[src/rtl/fpu_add_norm_stage_if.sv]
// Handshake and payload bundle for the FP32 adder normalisation stage.
//   master: upstream/downstream environment (drives i_*, observes o_*)
//   slave : the normalisation stage (observes i_*, drives o_*)
//   i_valid/o_ready     : input sum handshake
//   i_sum_mant/i_exp/i_sign : raw sum magnitude, larger-operand exponent, sign
//   o_valid/i_ready     : result handshake toward the rounding stage
//   o_mant/o_exp/o_sign : normalised mantissa (hidden + fraction + GRS), exponent, sign
//   o_zero/o_ovf/o_denorm : one-hot result class flags (all 0 for a normal result)
interface fpu_add_norm_stage_if #(
    parameter int unsigned MANT_W = 28,
    parameter int unsigned EXP_W  = 8
);
    logic              i_valid;
    logic              o_ready;
    logic [MANT_W-1:0] i_sum_mant;
    logic [EXP_W-1:0]  i_exp;
    logic              i_sign;

    logic              o_valid;
    logic              i_ready;
    logic [MANT_W-2:0] o_mant;
    logic [EXP_W-1:0]  o_exp;
    logic              o_sign;
    logic              o_zero;
    logic              o_ovf;
    logic              o_denorm;

    modport master (
        output i_valid, i_sum_mant, i_exp, i_sign, i_ready,
        input  o_ready, o_valid, o_mant, o_exp, o_sign, o_zero, o_ovf, o_denorm
    );

    modport slave (
        input  i_valid, i_sum_mant, i_exp, i_sign, i_ready,
        output o_ready, o_valid, o_mant, o_exp, o_sign, o_zero, o_ovf, o_denorm
    );
endinterface

[src/rtl/fpu_add_norm_stage.sv]
// Post-addition normalisation stage of the FP32 adder, 2-stage valid/ready pipeline.
//   S1: leading-one detection over {sum, 4'b0} using four 8-bit detectors.
//   S2: mantissa shift and exponent adjust (carry, normal, subnormal, zero, overflow).
// Ports:
//   i_clk : clock, rising edge
//   i_rst : synchronous reset, active-high; drops in-flight items
//   bus   : fpu_add_norm_stage_if.slave (input sum handshake + normalised result handshake)

// Leading-one position within one byte, counted from the MSB; zero flags an all-zero byte.
module lopd_8bit (
    input  logic [7:0] data,
    output logic [2:0] pos_one,
    output logic       zero
);
    // Later (higher) bits overwrite earlier ones, so the MSB-most one wins.
    always_comb begin
        pos_one = '0;
        zero    = (data == 8'd0);
        for (int i = 0; i < 8; i++) begin
            if (data[i]) pos_one = 3'(7 - i);
        end
    end
endmodule

module fpu_add_norm_stage #(
    parameter int unsigned MANT_W = 28,
    parameter int unsigned EXP_W  = 8
) (
    input  logic                 i_clk,
    input  logic                 i_rst,
    fpu_add_norm_stage_if.slave  bus
);
    localparam int unsigned DET_W  = MANT_W + 4;
    localparam int unsigned LZ_W   = 5;
    localparam int unsigned OUT_W  = MANT_W - 1;
    localparam int unsigned NBYTES = DET_W / 8;
    localparam logic [EXP_W-1:0] EXP_MAX = '1;

    // ---------------- S1: leading-one detection ----------------
    logic [DET_W-1:0] det;
    logic [2:0]       byte_pos [NBYTES];
    logic [NBYTES-1:0] byte_zero;
    logic [LZ_W-1:0]  lz_c;
    logic             det_zero_c;

    assign det = {bus.i_sum_mant, 4'b0};

    for (genvar g = 0; g < NBYTES; g++) begin : g_lopd
        lopd_8bit u_lopd (
            .data    (det[8*g+7 -: 8]),
            .pos_one (byte_pos[g]),
            .zero    (byte_zero[g])
        );
    end

    // lz = 8*byte_index + pos_one, i.e. {byte_index, pos_one} with byte 3 as index 0.
    always_comb begin
        lz_c = '0;
        if (!byte_zero[3])      lz_c = {2'd0, byte_pos[3]};
        else if (!byte_zero[2]) lz_c = {2'd1, byte_pos[2]};
        else if (!byte_zero[1]) lz_c = {2'd2, byte_pos[1]};
        else                    lz_c = {2'd3, byte_pos[0]};
    end

    assign det_zero_c = &byte_zero;

    // ---------------- pipeline registers ----------------
    logic              s1_valid, s1_valid_nx;
    logic [MANT_W-1:0] s1_mant;
    logic [EXP_W-1:0]  s1_exp;
    logic              s1_sign;
    logic [LZ_W-1:0]   s1_lz;
    logic              s1_zero;

    logic              out_valid, out_valid_nx;
    logic [OUT_W-1:0]  out_mant;
    logic [EXP_W-1:0]  out_exp;
    logic              out_sign;
    logic              out_zero;
    logic              out_ovf;
    logic              out_denorm;

    // ---------------- handshake ----------------
    logic s1_load;
    logic s2_load;

    assign s2_load     = s1_valid & (~out_valid | bus.i_ready);
    assign bus.o_ready = ~s1_valid | s2_load;
    assign s1_load     = bus.i_valid & bus.o_ready;

    // Valid next-state: load wins over drain so back-to-back items keep flowing.
    always_comb begin
        s1_valid_nx  = s1_valid;
        out_valid_nx = out_valid;
        if (s1_load)      s1_valid_nx = 1'b1;
        else if (s2_load) s1_valid_nx = 1'b0;
        if (s2_load)          out_valid_nx = 1'b1;
        else if (bus.i_ready) out_valid_nx = 1'b0;
    end

    // ---------------- S2: shift / exponent adjust ----------------
    logic [LZ_W-1:0]  sh;
    logic [EXP_W:0]   exp_inc;
    logic [LZ_W-1:0]  sub_sh;
    logic [OUT_W-1:0] nx_mant;
    logic [EXP_W-1:0] nx_exp;
    logic             nx_sign;
    logic             nx_zero;
    logic             nx_ovf;
    logic             nx_denorm;

    // Hidden bit sits at m[26]; a leading one at m[26-k] needs a left shift of k = lz-1.
    assign sh      = s1_lz - LZ_W'(1);
    assign exp_inc = {1'b0, s1_exp} + (EXP_W+1)'(1);

    always_comb begin
        nx_mant   = '0;
        nx_exp    = '0;
        nx_sign   = 1'b0;
        nx_zero   = 1'b0;
        nx_ovf    = 1'b0;
        nx_denorm = 1'b0;
        sub_sh    = '0;
        if (s1_zero) begin
            nx_zero = 1'b1;
        end else if (s1_lz == '0) begin
            // Carry out: shift right by one, folding the dropped bit into sticky.
            nx_sign = s1_sign;
            if (exp_inc == (EXP_W+1)'(EXP_MAX)) begin
                nx_exp = EXP_MAX;
                nx_ovf = 1'b1;
            end else begin
                nx_mant = {s1_mant[MANT_W-1:2], s1_mant[1] | s1_mant[0]};
                nx_exp  = exp_inc[EXP_W-1:0];
            end
        end else if (s1_exp > EXP_W'(sh)) begin
            nx_sign = s1_sign;
            nx_mant = s1_mant[OUT_W-1:0] << sh;
            nx_exp  = s1_exp - EXP_W'(sh);
        end else begin
            // Exponent runs out before the hidden bit: shift only down to the subnormal range.
            nx_sign   = s1_sign;
            sub_sh    = (s1_exp == '0) ? '0 : LZ_W'(s1_exp - EXP_W'(1));
            nx_mant   = s1_mant[OUT_W-1:0] << sub_sh;
            nx_denorm = 1'b1;
        end
    end

    // ---------------- state registers ----------------
    always_ff @(posedge i_clk) begin
        if (i_rst) begin
            s1_valid   <= 1'b0;
            s1_mant    <= '0;
            s1_exp     <= '0;
            s1_sign    <= 1'b0;
            s1_lz      <= '0;
            s1_zero    <= 1'b0;
            out_valid  <= 1'b0;
            out_mant   <= '0;
            out_exp    <= '0;
            out_sign   <= 1'b0;
            out_zero   <= 1'b0;
            out_ovf    <= 1'b0;
            out_denorm <= 1'b0;
        end else begin
            s1_valid  <= s1_valid_nx;
            out_valid <= out_valid_nx;
            if (s1_load) begin
                s1_mant <= bus.i_sum_mant;
                s1_exp  <= bus.i_exp;
                s1_sign <= bus.i_sign;
                s1_lz   <= lz_c;
                s1_zero <= det_zero_c;
            end
            if (s2_load) begin
                out_mant   <= nx_mant;
                out_exp    <= nx_exp;
                out_sign   <= nx_sign;
                out_zero   <= nx_zero;
                out_ovf    <= nx_ovf;
                out_denorm <= nx_denorm;
            end
        end
    end

    assign bus.o_valid  = out_valid;
    assign bus.o_mant   = out_mant;
    assign bus.o_exp    = out_exp;
    assign bus.o_sign   = out_sign;
    assign bus.o_zero   = out_zero;
    assign bus.o_ovf    = out_ovf;
    assign bus.o_denorm = out_denorm;
endmodule

[src/flat_wrapper.sv]
// flat-port wrapper written by rule: the top's interface ports become plain ports
module fpu_add_norm_stage_flat 
#(
    parameter int unsigned MANT_W = 28,
    parameter int unsigned EXP_W  = 8
)
  (i_clk, i_rst, bus_i_valid, bus_i_sum_mant, bus_i_exp, bus_i_sign, bus_i_ready, bus_o_ready, bus_o_valid, bus_o_mant, bus_o_exp, bus_o_sign, bus_o_zero, bus_o_ovf, bus_o_denorm);
  fpu_add_norm_stage_if #(.MANT_W(MANT_W), .EXP_W(EXP_W)) bus_i ();
  input  logic i_clk;
  input  logic i_rst;
  input wire logic [$bits(bus_i.i_valid)-1:0] bus_i_valid;
  input wire logic [$bits(bus_i.i_sum_mant)-1:0] bus_i_sum_mant;
  input wire logic [$bits(bus_i.i_exp)-1:0] bus_i_exp;
  input wire logic [$bits(bus_i.i_sign)-1:0] bus_i_sign;
  input wire logic [$bits(bus_i.i_ready)-1:0] bus_i_ready;
  output wire logic [$bits(bus_i.o_ready)-1:0] bus_o_ready;
  output wire logic [$bits(bus_i.o_valid)-1:0] bus_o_valid;
  output wire logic [$bits(bus_i.o_mant)-1:0] bus_o_mant;
  output wire logic [$bits(bus_i.o_exp)-1:0] bus_o_exp;
  output wire logic [$bits(bus_i.o_sign)-1:0] bus_o_sign;
  output wire logic [$bits(bus_i.o_zero)-1:0] bus_o_zero;
  output wire logic [$bits(bus_i.o_ovf)-1:0] bus_o_ovf;
  output wire logic [$bits(bus_i.o_denorm)-1:0] bus_o_denorm;
  assign bus_i.i_valid = bus_i_valid;
  assign bus_i.i_sum_mant = bus_i_sum_mant;
  assign bus_i.i_exp = bus_i_exp;
  assign bus_i.i_sign = bus_i_sign;
  assign bus_i.i_ready = bus_i_ready;
  assign bus_o_ready = bus_i.o_ready;
  assign bus_o_valid = bus_i.o_valid;
  assign bus_o_mant = bus_i.o_mant;
  assign bus_o_exp = bus_i.o_exp;
  assign bus_o_sign = bus_i.o_sign;
  assign bus_o_zero = bus_i.o_zero;
  assign bus_o_ovf = bus_i.o_ovf;
  assign bus_o_denorm = bus_i.o_denorm;
  fpu_add_norm_stage #(.MANT_W(MANT_W), .EXP_W(EXP_W)) u_core (.i_clk(i_clk), .i_rst(i_rst), .bus(bus_i));
endmodule
[config.mk]
export PLATFORM = sky130hd
export DESIGN_NAME = fpu_add_norm_stage_flat
export DESIGN_NICKNAME = d
export VERILOG_FILES = /design/src/rtl/fpu_add_norm_stage_if.sv /design/src/rtl/fpu_add_norm_stage.sv /design/src/flat_wrapper.sv
export SDC_FILE = /design/constraint.sdc
export NUM_CORES = 1
export LEC_CHECK = 0
export ABC_CLOCK_PERIOD_IN_PS = 7900
export CORE_ASPECT_RATIO = 1.5
export CORE_MARGIN = 2
export CORE_UTILIZATION = 50
export CTS_CLUSTER_SIZE = 14
export DETAILED_ROUTE_END_ITERATION = 10
export PLACE_DENSITY = 0.74
export REMOVE_ABC_BUFFERS = 1
export SKIP_LAST_GASP = 1
export SYNTH_ARGS = -nofsm -noshare
export SYNTH_HDL_FRONTEND = slang
export SYNTH_SLANG_ARGS = --single-unit
[constraint.sdc]
create_clock -name i_clk -period 7.9 [get_ports i_clk]
set_clock_uncertainty 0.2 [all_clocks]
set_input_delay 2.37 -clock i_clk [delete_from_list [all_inputs] [get_ports i_clk]]
set_output_delay 2.37 -clock i_clk [all_outputs]
set_load 0.01 [all_outputs]
# After elaboration in Yosys (flattened, before gate mapping)
# Cells that the tools add are included.
# totals
latch_bits	0
output_inout_bits	41
in_bits	41
elab_cells	89
n_memories	0
romBits	0
mem_bits_rw	0
reg_bits	84
# op_classes
n_mul	0
mux	52
add_sub_neg	4
n_lt_le_gt_ge	1
bitwise_logic	7
reduce_logical	9
div	0
shifts	2
n_eq_ne	1
# op_table
cell	count
two-way mux 27 bit	4
two-way mux 3 bit	27
<< shifter 27 x 5 -> 27 bit	2
zero test 8 bit	5
two-way mux 8 bit	4
two-way mux 5 bit	3
two-way mux 1 bit	12
subtractor 5 x 1 -> 5 bit, second input constant	2
adder 8 x 1 -> 9 bit, second input constant	1
equality test 9 x 8 -> 1 bit, second input constant	1
greater-than comparator 8 x 5 -> 1 bit	1
subtractor 8 x 5 -> 8 bit	1
zero test 5 bit	1
two-way mux 4 bit	1
AND reduction 4 bit	1
nonzero test 2 bit	2
bitwise OR 1 bit	3
AND 1 bit	2
two-way mux 2 bit	1
inverter 1 bit	2

# Longest topological paths before layout
# Gate-level depths: netlist (run 1).
# depth
word_depth	11
mapped_depth	19
mapped_depth_nobuf	16

# Cells and area by module
# A second synthesis (run 1) with hierarchy kept.
# unflattened
cells_unflattened	838
hier_area_um2	6257.3
# by_module_without_submodules
mod	seq_area_each_um2	cells_each	n_inst	area_each_um2
fpu_add_norm_stage	1681.6	778	1	5901.9
lopd_8bit	0.0	15	4	88.8

# Worst setup path after synthesis (run 1)
# OpenSTA, ideal clock, no wires.
# synth_timing
path_kind	input to output
startpoint	input bus_i_ready
endpoint	output bus_o_ready
required_ns	5.330
n_path_buf	0
arrival_time_ns	2.679
path_stages	2
setup_slack_ns	2.651
cell_sequence	nor2b_1 > nand2_1
# synth_between
elab_chain_len	3
# synth_lines
element	line	rtl
from (decl)	flat_wrapper.sv:15	input wire logic [$bits(bus_i.i_ready)-1:0] bus_i_ready;
bitwise OR 1 bit	fpu_add_norm_stage.sv:87	assign s2_load = s1_valid & (~out_valid | bus.i_ready);
AND 1 bit	fpu_add_norm_stage.sv:87	
bitwise OR 1 bit	fpu_add_norm_stage.sv:88	assign bus.o_ready = ~s1_valid | s2_load;
to (decl)	flat_wrapper.sv:16	output wire logic [$bits(bus_i.o_ready)-1:0] bus_o_ready;
# Every way passes these cells.

# Final worst setup path (run 1)
# Ends and elaborated chain as after synthesis.

==> results of run 1 <==
==> through the flow <==
stage | power (mW) | instances | hold WS [ns]
floorplan | 0.818 | 702 | 0.225
global placement | 0.997 | 941 | 0.240
detailed placement | 1.00 | 941 | 0.252
CTS | 1.46 | 955 | 0.262
global route | 1.53 | 955 | 0.284
finish | 1.47 | 955 | 0.265
==> synth_stat cells, types with 7 or more instances <==
cell type,instances
inv_1,14
clkbuf_1,40
a31oi_1,9
o211ai_1,9
dfxtp_1,84
ha_1,8
nor3_1,22
a22o_1,7
xnor2_1,9
nand3_1,13
buf_2,11
a221oi_1,29
nor2_1,72
nand2_1,144
a21oi_1,80
mux2i_1,35
nor4_1,12
a22oi_1,16
o21ai_0,17
a211oi_1,18
==> registers in the layout, summed over array words and instances (netlist names) <==
name	count
u_core.bus.o_exp	8
u_core.bus.o_sign	1
u_core.bus.o_mant	27
u_core.bus.o_zero	1
u_core.s1_exp	8
u_core.bus.o_valid	1
u_core.s1_zero	1
u_core.bus.o_ovf	1
u_core.s1_lz	5
u_core.bus.o_denorm	1
u_core.s1_sign	1
u_core.s1_mant	28
u_core.s1_valid	1
==> worst max-delay path, stage by stage <==
cell and delay (ns):
clkdlybuf4s50_1 0.40, nor2b_1 0.22, nand2_1 0.12, clkdlybuf4s50_1 0.49
==> cell families (layout without fill, tap and decap cells) <==
group | Yosys count | in the layout | share of synthesized area
and+or+nand+nor | 300 | 300 | 0.235
AOI/OAI and AO/OA | 235 | 235 | 0.288
DFF | 84 | 84 | 0.297
buffers and inverters | 71 | 120 | 0.0514
muxes | 41 | 41 | 0.0746
adders and majority gates | 14 | 14 | 0.0305
xor gates and xnor gates | 14 | 14 | 0.0230
==> routing by layer <==
metal | track usage | wire, um | vias up
li1 | - | - | 2881
met1 | 0.363 | 7470 | 2900
met2 | 0.579 | 10000 | 278
met3 | 0.0382 | 1020 | 73
met4 | 0.189 | 1150 | 0
met5 | 0 | 0 | -
==> power groups by stage <==
stage | clock (mW) | sequential (mW) | combinational, mW
floorplan | 0 | 0.480 | 0.338
global placement | 0 | 0.484 | 0.513
detailed placement | 0 | 0.484 | 0.519
CTS | 0.460 | 0.475 | 0.521
global route | 0.475 | 0.479 | 0.573
finish | 0.456 | 0.476 | 0.533
==> area by class of cell <==
| class | instances | area [sq um] | share of cell area |
|---|---|---|---|
| clock buffer | 10 | 239 | 0.0349 |
| clock inverter | 4 | 75.1 | 0.0110 |
| inverter | 14 | 52.6 | 0.00768 |
| multi-input combinational | 604 | 3720 | 0.544 |
| sequential | 84 | 1680 | 0.246 |
| tap | 147 | 184 | 0.0269 |
| timing repair buffer | 92 | 888 | 0.130 |
==> how the worst max path moves through the flow <==
stage / from / end / slack (ns) / depth (start not counted)
4_1_cts: bus_i_ready / bus_o_ready / 1.74 / 4
6_report: bus_i_ready / bus_o_ready / 1.73 / 4
5_1_grt: bus_i_ready / bus_o_ready / 1.66 / 4
3_5_place_dp: bus_i_ready / bus_o_ready / 1.74 / 4
3_3_place_gp: bus_i_ready / bus_o_ready / 1.76 / 4
2_1_floorplan: bus_i_ready / u_core.bus.o_mant[13] / 2.15 / 6
==> flow_summary.json, run 1 <==
{
  "clk_path_buf_depth": 2,
  "dp_hpwl_um": 14500,
  "grt_first_pass_wirelength_um": 31100,
  "p_int_uw": 934,
  "dieHeight_um": 134,
  "r2r-start": "u_core.s1_lz[0]",
  "timing.final.crit_share": 0.781,
  "drt_iter0_drc": 403,
  "ys_seq_elements": 84,
  "antenna_found_initial": 0,
  "n_antenna_cell": 0,
  "cts_setup_buffers": 0,
  "synth_top_area_cell": "dfxtp_1",
  "synthArstFlopShare": 0,
  "rows": 47,
  "fin_nets": 855,
  "synth_area_sq_um": 5670,
  "grt_max_degree": 57,
  "drtAntennaViolNets": 0,
  "fin_crit_ns": 6.17,
  "io_pins": 82,
  "crit_fanout": 4,
  "worstSkewPairLatency_ns": 0.35,
  "path_class": "input port to primary output",
  "synth_area_leaders": "dfxtp_1, nand2_1, a21oi_1",
  "cts_hold_buf": 0,
  "first_global_vias": 5839,
  "fin_ws_ns": 1.73,
  "drive_gt1_frac": 0.0718,
  "dp_worst_setup_slack_ns": 1.74,
  "fmax_ghz": 0.162,
  "synth.avg_cell_area_sq_um": 7.47,
  "final_util": 0.619,
  "slew_headroom": 0.278,
  "firstDrtPassIters": 5,
  "swShare": 0.363,
  "report.final.slew_viol_count": 0,
  "place.gp.congestion": 0.970,
  "pwr-share-seq": 0.325,
  "synth_warnings": 0,
  "finalWirelength_um": 19700,
  "ys_seq_area_frac": 0.297,
  "final_area_sq_um": 6840,
  "overflow": 0,
  "setup_tns_ns": 0,
  "r2r_cells": 15,
  "status": "finished clean",
  "power_switching_uw": 532,
  "numCtsBuffers": 9,
  "remaining_drc_errors": 0,
  "vias_per_cell": 6.42,
  "reg2reg_slack_ns": 2.42,
  "hold_start": "u_core.bus.o_mant[4]",
  "port-buffer-count": 81,
  "clk_pin_slew_worst_paths_ns": 0.06,
  "cts.sinks": 84,
  "p_leak_nw": 2.54,
  "setup_viol_count_final": 0,
  "cts_tree": "yes",
  "peakVddDrop_mv": 0.120,
  "finalHoldViolations": 0,
  "h-tree-depth": 3,
  "clock_power_share": 0.311,
  "placed_cell_area_sq_um": 6530,
  "r2r-end": "u_core.bus.o_mant[8]",
  "end_kind": "primary output",
  "power.density_nw_per_um2": 214,
  "cts_resized": 0,
  "synth_edf_count": 0,
  "die_area_sq_um": 12200,
  "synth_cells": 759,
  "syn_to_final_growth_pct": 20.7,
  "rsz0062_at_grt": "no",
  "wl_per_cell_um": 20.6,
  "hold_class": "flop to flop",
  "synth.distinct_cells": 71,
  "n_fill_cell": 1061,
  "cp-start-kind": "input port",
  "num_vias": 6132,
  "final_common_cell": "nand2_1",
  "synth_top_area_frac": 0.297,
  "clock-root-buffer": "clkbuf_16",
  "required_ns": 5.33,
  "core_area_sq_um": 11100,
  "timing.hold.worst_path_depth": 2,
  "ys.flop_type": "dfxtp_1",
  "dieWidth_um": 90.9,
  "grt_usage": 0.322,
  "p_comb_frac": 0.364,
  "tightest_slew_ns": 1.08,
  "start_util": 0.513,
  "arrival_ns": 3.60,
  "mostFrequentLayoutCells": "nand2_1, dfxtp_1, a21oi_1, clkdlybuf4s50_1, nor2_1",
  "worst_hold_path.endpoint": "u_core.bus.o_mant[4]",
  "cap_viol_max_count": 0
}
No activity file was read; power rests on OpenSTA's default activity.
==> run 2, diff against run 1 <==
- ABC_CLOCK_PERIOD_IN_PS: 7900 -> 6300
- clock period: 7.9 -> 6.3 ns (I/O delays scaled with it)
==> run 2 against run 1 <==
Effect of this change:
- final cell count up 0.73%
- core utilization down 0.079 points
- critical path depth unchanged
- highest routed layer unchanged
- worst setup slack worse by 0.64 ns
- cell area down 0.13%
- hold slack worse by 0.0048 ns
- die area unchanged
- register-to-register slack worse by 1.2 ns
- critical path type unchanged
- largest power group unchanged
- routed wire length up 2.8%
==> flow_summary.json, run 2 (synthesis results as in run 1) <==
{
  "layout.cells.non_filler": 962,
  "fin_crit_ns": 5.21,
  "worstSkewPairLatency_ns": 0.35,
  "clk_pin_slew_worst_paths_ns": 0.06,
  "grt_usage": 0.330,
  "top_register": "u_core.s1_mant",
  "rsz0062_at_grt": "no",
  "fin_hold_ws_ns": 0.260,
  "io_pins": 82,
  "core_area_sq_um": 11100,
  "timing.final.crit_share": 0.827,
  "required_ns": 4.21,
  "syn_to_final_growth_pct": 20.6,
  "place_inst": 946,
  "finalWirelength_um": 20200,
  "setup_viol_count_final": 0,
  "cap_viol_max_count": 0,
  "fin_nets": 860,
  "port-buffer-count": 81,
  "cts_resized": 0,
  "status": "finished clean",
  "end_kind": "primary output",
  "fmax_ghz": 0.192,
  "n_antenna_cell": 0,
  "n_fill_cell": 1058,
  "busiest_layer": "met2",
  "path_class": "input port to primary output",
  "final_area_sq_um": 6830,
  "hold_class": "flop to flop",
  "peakVddDrop_mv": 0.145,
  "grt_first_pass_wirelength_um": 31800,
  "dieWidth_um": 90.9,
  "grt_util_met2": 0.581,
  "die_area_sq_um": 12200,
  "place.gp.congestion": 0.976,
  "start_util": 0.513,
  "final_common_cell": "nand2_1",
  "rows": 47,
  "gr-usage-met1": 0.373,
  "p_leak_nw": 2.55,
  "crit_fanout": 4,
  "cp-start-kind": "input port",
  "wl_per_cell_um": 21.0,
  "grt_util_met3": 0.0438,
  "dieHeight_um": 134,
  "cts_setup_buffers": 0,
  "drive_gt1_frac": 0.0773,
  "tightest_slew_ns": 0.878,
  "cts.sinks": 84,
  "drtAntennaViolNets": 0,
  "firstDrtPassIters": 6,
  "setup_tns_ns": 0,
  "numCtsBuffers": 9,
  "cts_hold_buf": 0,
  "remaining_drc_errors": 0,
  "largest_reg_flops": 28,
  "vias_per_cell": 6.41,
  "power.density_nw_per_um2": 260,
  "placed_cell_area_sq_um": 6550,
  "h-tree-depth": 3,
  "clock-root-buffer": "clkbuf_16",
  "dp_hpwl_um": 15100,
  "num_vias": 6171,
  "drt_iter0_drc": 476,
  "report.final.slew_viol_count": 0,
  "grt_max_degree": 41,
  "cts_tree": "yes",
  "slew_headroom": 0.410,
  "dp_worst_setup_slack_ns": 1.09,
  "overflow": 0,
  "first_global_vias": 5949,
  "antenna_found_initial": 0,
  "fin_ws_ns": 1.09,
  "clk_path_buf_depth": 2,
  "finalHoldViolations": 0,
  "arrival_ns": 3.12,
  "mostFrequentLayoutCells": "nand2_1, dfxtp_1, a21oi_1, clkdlybuf4s50_1, nor2_1"
}
[run 2: worst paths after layout]
check,start,to,slack [ns],depth (start not counted)
max reg2reg,u_core.s1_lz[0],u_core.bus.o_mant[24],1.20,15
min reg2reg,u_core.bus.o_mant[4],u_core.bus.o_mant[4],0.26,2
min,u_core.bus.o_mant[4],u_core.bus.o_mant[4],0.26,2
max,bus_i_ready,bus_o_ready,1.09,4
[run 2: final cells by class]
class                           instances  area [sq um]  area share
Timing Repair Buffer                   97           926       0.136
Clock buffer                           11           243      0.0355
Clock inverter                          5          37.5     0.00549
Sequential cell                        84          1680       0.246
Multi-Input combinational cell        604          3710       0.543
Tap cell                              147           184      0.0269
Inverter                               14          52.6     0.00769
[run 2: metrics by stage]
step | util | power [mW]
2_1_floorplan | - | 1.03
3_3_place_gp | 0.593 | 1.26
3_5_place_dp | 0.593 | 1.26
4_1_cts | 0.618 | 1.76
5_1_grt | 0.618 | 1.85
6_report | 0.618 | 1.77
[run 2: report_power, final]
part	total (mW)	switching (mW)	internal (mW)
Sequential	0.598	0.0372	0.561
Clock	0.506	0.228	0.279
Combinational	0.671	0.411	0.259
[run 2: metal layers]
metal  wire length (um)  up-vias
met5                  0        -
li1                   -     2891
met4               1240        0
met1               7680     2946
met2              10200      264
met3               1090       70
[run 2: worst max-delay path: stages]
cell and delay [ns]:
clkdlybuf4s50_1 0.39, nor2b_1 0.22, nand2_1 0.12, clkdlybuf4s50_1 0.49
==> run 3, diff against run 2 <==
- ABC_CLOCK_PERIOD_IN_PS: 6300 -> 4400
- PLACE_DENSITY: 0.74 -> 0.77
- clock period: 6.3 -> 4.4 ns (I/O delays scaled with it)
==> run 3 against run 2 <==
Effect of this change:
- combinational power is 68% higher
- clock power up 43%
- clock-buffer cell count shrank 1
- hold slack better by 0.0023 ns
- final cell count increased by 3.5%
- first-iteration DRC count rose by 32%
- die area stayed put
- register-to-register slack worse by 1.1 ns
- via count is 5.2% higher
- sequential power grew 43%
- critical path type is now flop to flop
- highest routed layer unchanged
==> flow_summary.json, run 3 (synthesis results as in run 1) <==
{
  "firstDrtPassIters": 6,
  "dieWidth_um": 90.9,
  "core_area_sq_um": 11100,
  "drt_iter0_drc": 628,
  "clock-root-buffer": "clkbuf_16",
  "finalWirelength_um": 21400,
  "n_antenna_cell": 0,
  "io_pins": 82,
  "setup_viol_count_final": 0,
  "grt_first_pass_wirelength_um": 33200,
  "overflow": 0,
  "h-tree-depth": 3,
  "fmax_ghz": 0.235,
  "clk_path_buf_depth": 2,
  "fin_hold_ws_ns": 0.262,
  "cp-start-kind": "flop",
  "rsz0062_at_grt": "yes",
  "place.gp.congestion": 0.987,
  "required_ns": 4.40,
  "timing.final.crit_share": 0.966,
  "p_leak_nw": 2.74,
  "peakVddDrop_mv": 0.226,
  "setup_tns_ns": 0,
  "cap_viol_max_count": 0,
  "start_util": 0.513,
  "top_register": "u_core.s1_mant",
  "seq_area_sq_um": 1680,
  "cts_tree": "yes",
  "fin_crit_ns": 4.25,
  "port-buffer-count": 81,
  "drive_gt1_frac": 0.128,
  "mostFrequentLayoutCells": "nand2_1, dfxtp_1, clkdlybuf4s50_1",
  "status": "finished clean",
  "die_area_sq_um": 12200,
  "end_kind": "flop",
  "report.final.slew_viol_count": 0,
  "wl_per_cell_um": 21.5,
  "hold_class": "flop to flop",
  "place_inst": 973,
  "dieHeight_um": 134,
  "crit_fanout": 6,
  "tightest_slew_ns": 0.983,
  "remaining_drc_errors": 0,
  "vias_per_cell": 6.52,
  "first_global_vias": 6235,
  "slew_headroom": 0.336,
  "clk_pin_slew_worst_paths_ns": 0.07,
  "syn_to_final_growth_pct": 27.7,
  "power.density_nw_per_um2": 375,
  "antenna_found_initial": 0,
  "largest_reg_flops": 28,
  "layout.cells.non_filler": 996,
  "final_common_cell": "nand2_1",
  "path_class": "flop to flop",
  "dp_hpwl_um": 15900,
  "multi_input_area_sq_um": 3830,
  "arrival_ns": 4.26,
  "numCtsBuffers": 9,
  "num_vias": 6494,
  "cts.sinks": 84,
  "grt_max_degree": 49,
  "final_util": 0.654,
  "drtAntennaViolNets": 0,
  "grt_usage": 0.344,
  "fin_nets": 894,
  "finalHoldViolations": 0,
  "rows": 47,
  "worstSkewPairLatency_ns": 0.35,
  "n_fill_cell": 1022
}
## run 3: final timing paths
path              slack, ns  cells past startpoint            startpoint                     to
setup reg to reg       0.15                     16       u_core.s1_lz[1]  u_core.bus.o_mant[10]
hold reg to reg        0.26                      2  u_core.bus.o_mant[7]   u_core.bus.o_mant[7]
hold / removal         0.26                      2  u_core.bus.o_mant[7]   u_core.bus.o_mant[7]
setup / recovery       0.15                     16       u_core.s1_lz[1]  u_core.bus.o_mant[10]
## run 3: what timing repair did
action | 4_1_cts | 5_1_grt
gates cloned | 0 | 3
pin swaps | 0 | 4
buffers inserted | 0 | 4
hold buffers | 0 | 0
gates resized for setup | 2 | 15
hold endpoints to repair | 0 | 0
setup endpoints to repair | 3 | 23
## run 3: metal layers
metal | GRT usage | part of all wire | routed length [um]
met2 | 0.584 | 0.49 | 10400
met3 | 0.0506 | 0.066 | 1410
met5 | 0 | 0 | 0
met4 | 0.189 | 0.053 | 1130
met1 | 0.417 | 0.40 | 8450
## run 3: final cells by class
class	count	area share
multi-input cells	607	0.529
flip-flops and latches	84	0.233
repair buffers	128	0.168
clock buffers	10	0.0316
well taps	147	0.0254
inverters	14	0.00726
clock inverters	6	0.00657
## run 3: power breakdown
group          total (mW)  leakage (nW)  switching, mW  internal [mW]
combinational        1.13          1.94          0.662          0.471
sequential          0.854         0.688         0.0510          0.803
clock               0.726         0.122          0.339          0.387
total                2.71          2.74           1.05           1.66
## run 3: through the flow
| step | total power [mW] | setup WS, ns | cell area, sq um |
|---|---|---|---|
| finish | 2.71 | 0.148 | 7230 |
| global route | 2.82 | -0.00810 | 7230 |
| CTS | 2.63 | 0.0202 | 7080 |
| detailed placement | 1.91 | -0.00832 | 6800 |
| global placement | 1.90 | 0.177 | 6800 |
| floorplan | 1.47 | -0.617 | 5430 |
## run 3: worst max-delay path: stages (launching register included)
cell      delay (ns)
dfxtp_2         0.36
inv_1           0.07
ha_1            0.30
inv_1           0.07
fa_1            0.46
nand2b_1        0.21
a21boi_0        0.26
maj3_2          0.30
a311oi_2        0.12
and2_4          0.26
nor2_8          0.22
mux2i_1         0.45
a22o_1          0.21
a221oi_2        0.04
buf_4           0.18
o211ai_1        0.27
a211oi_1        0.13
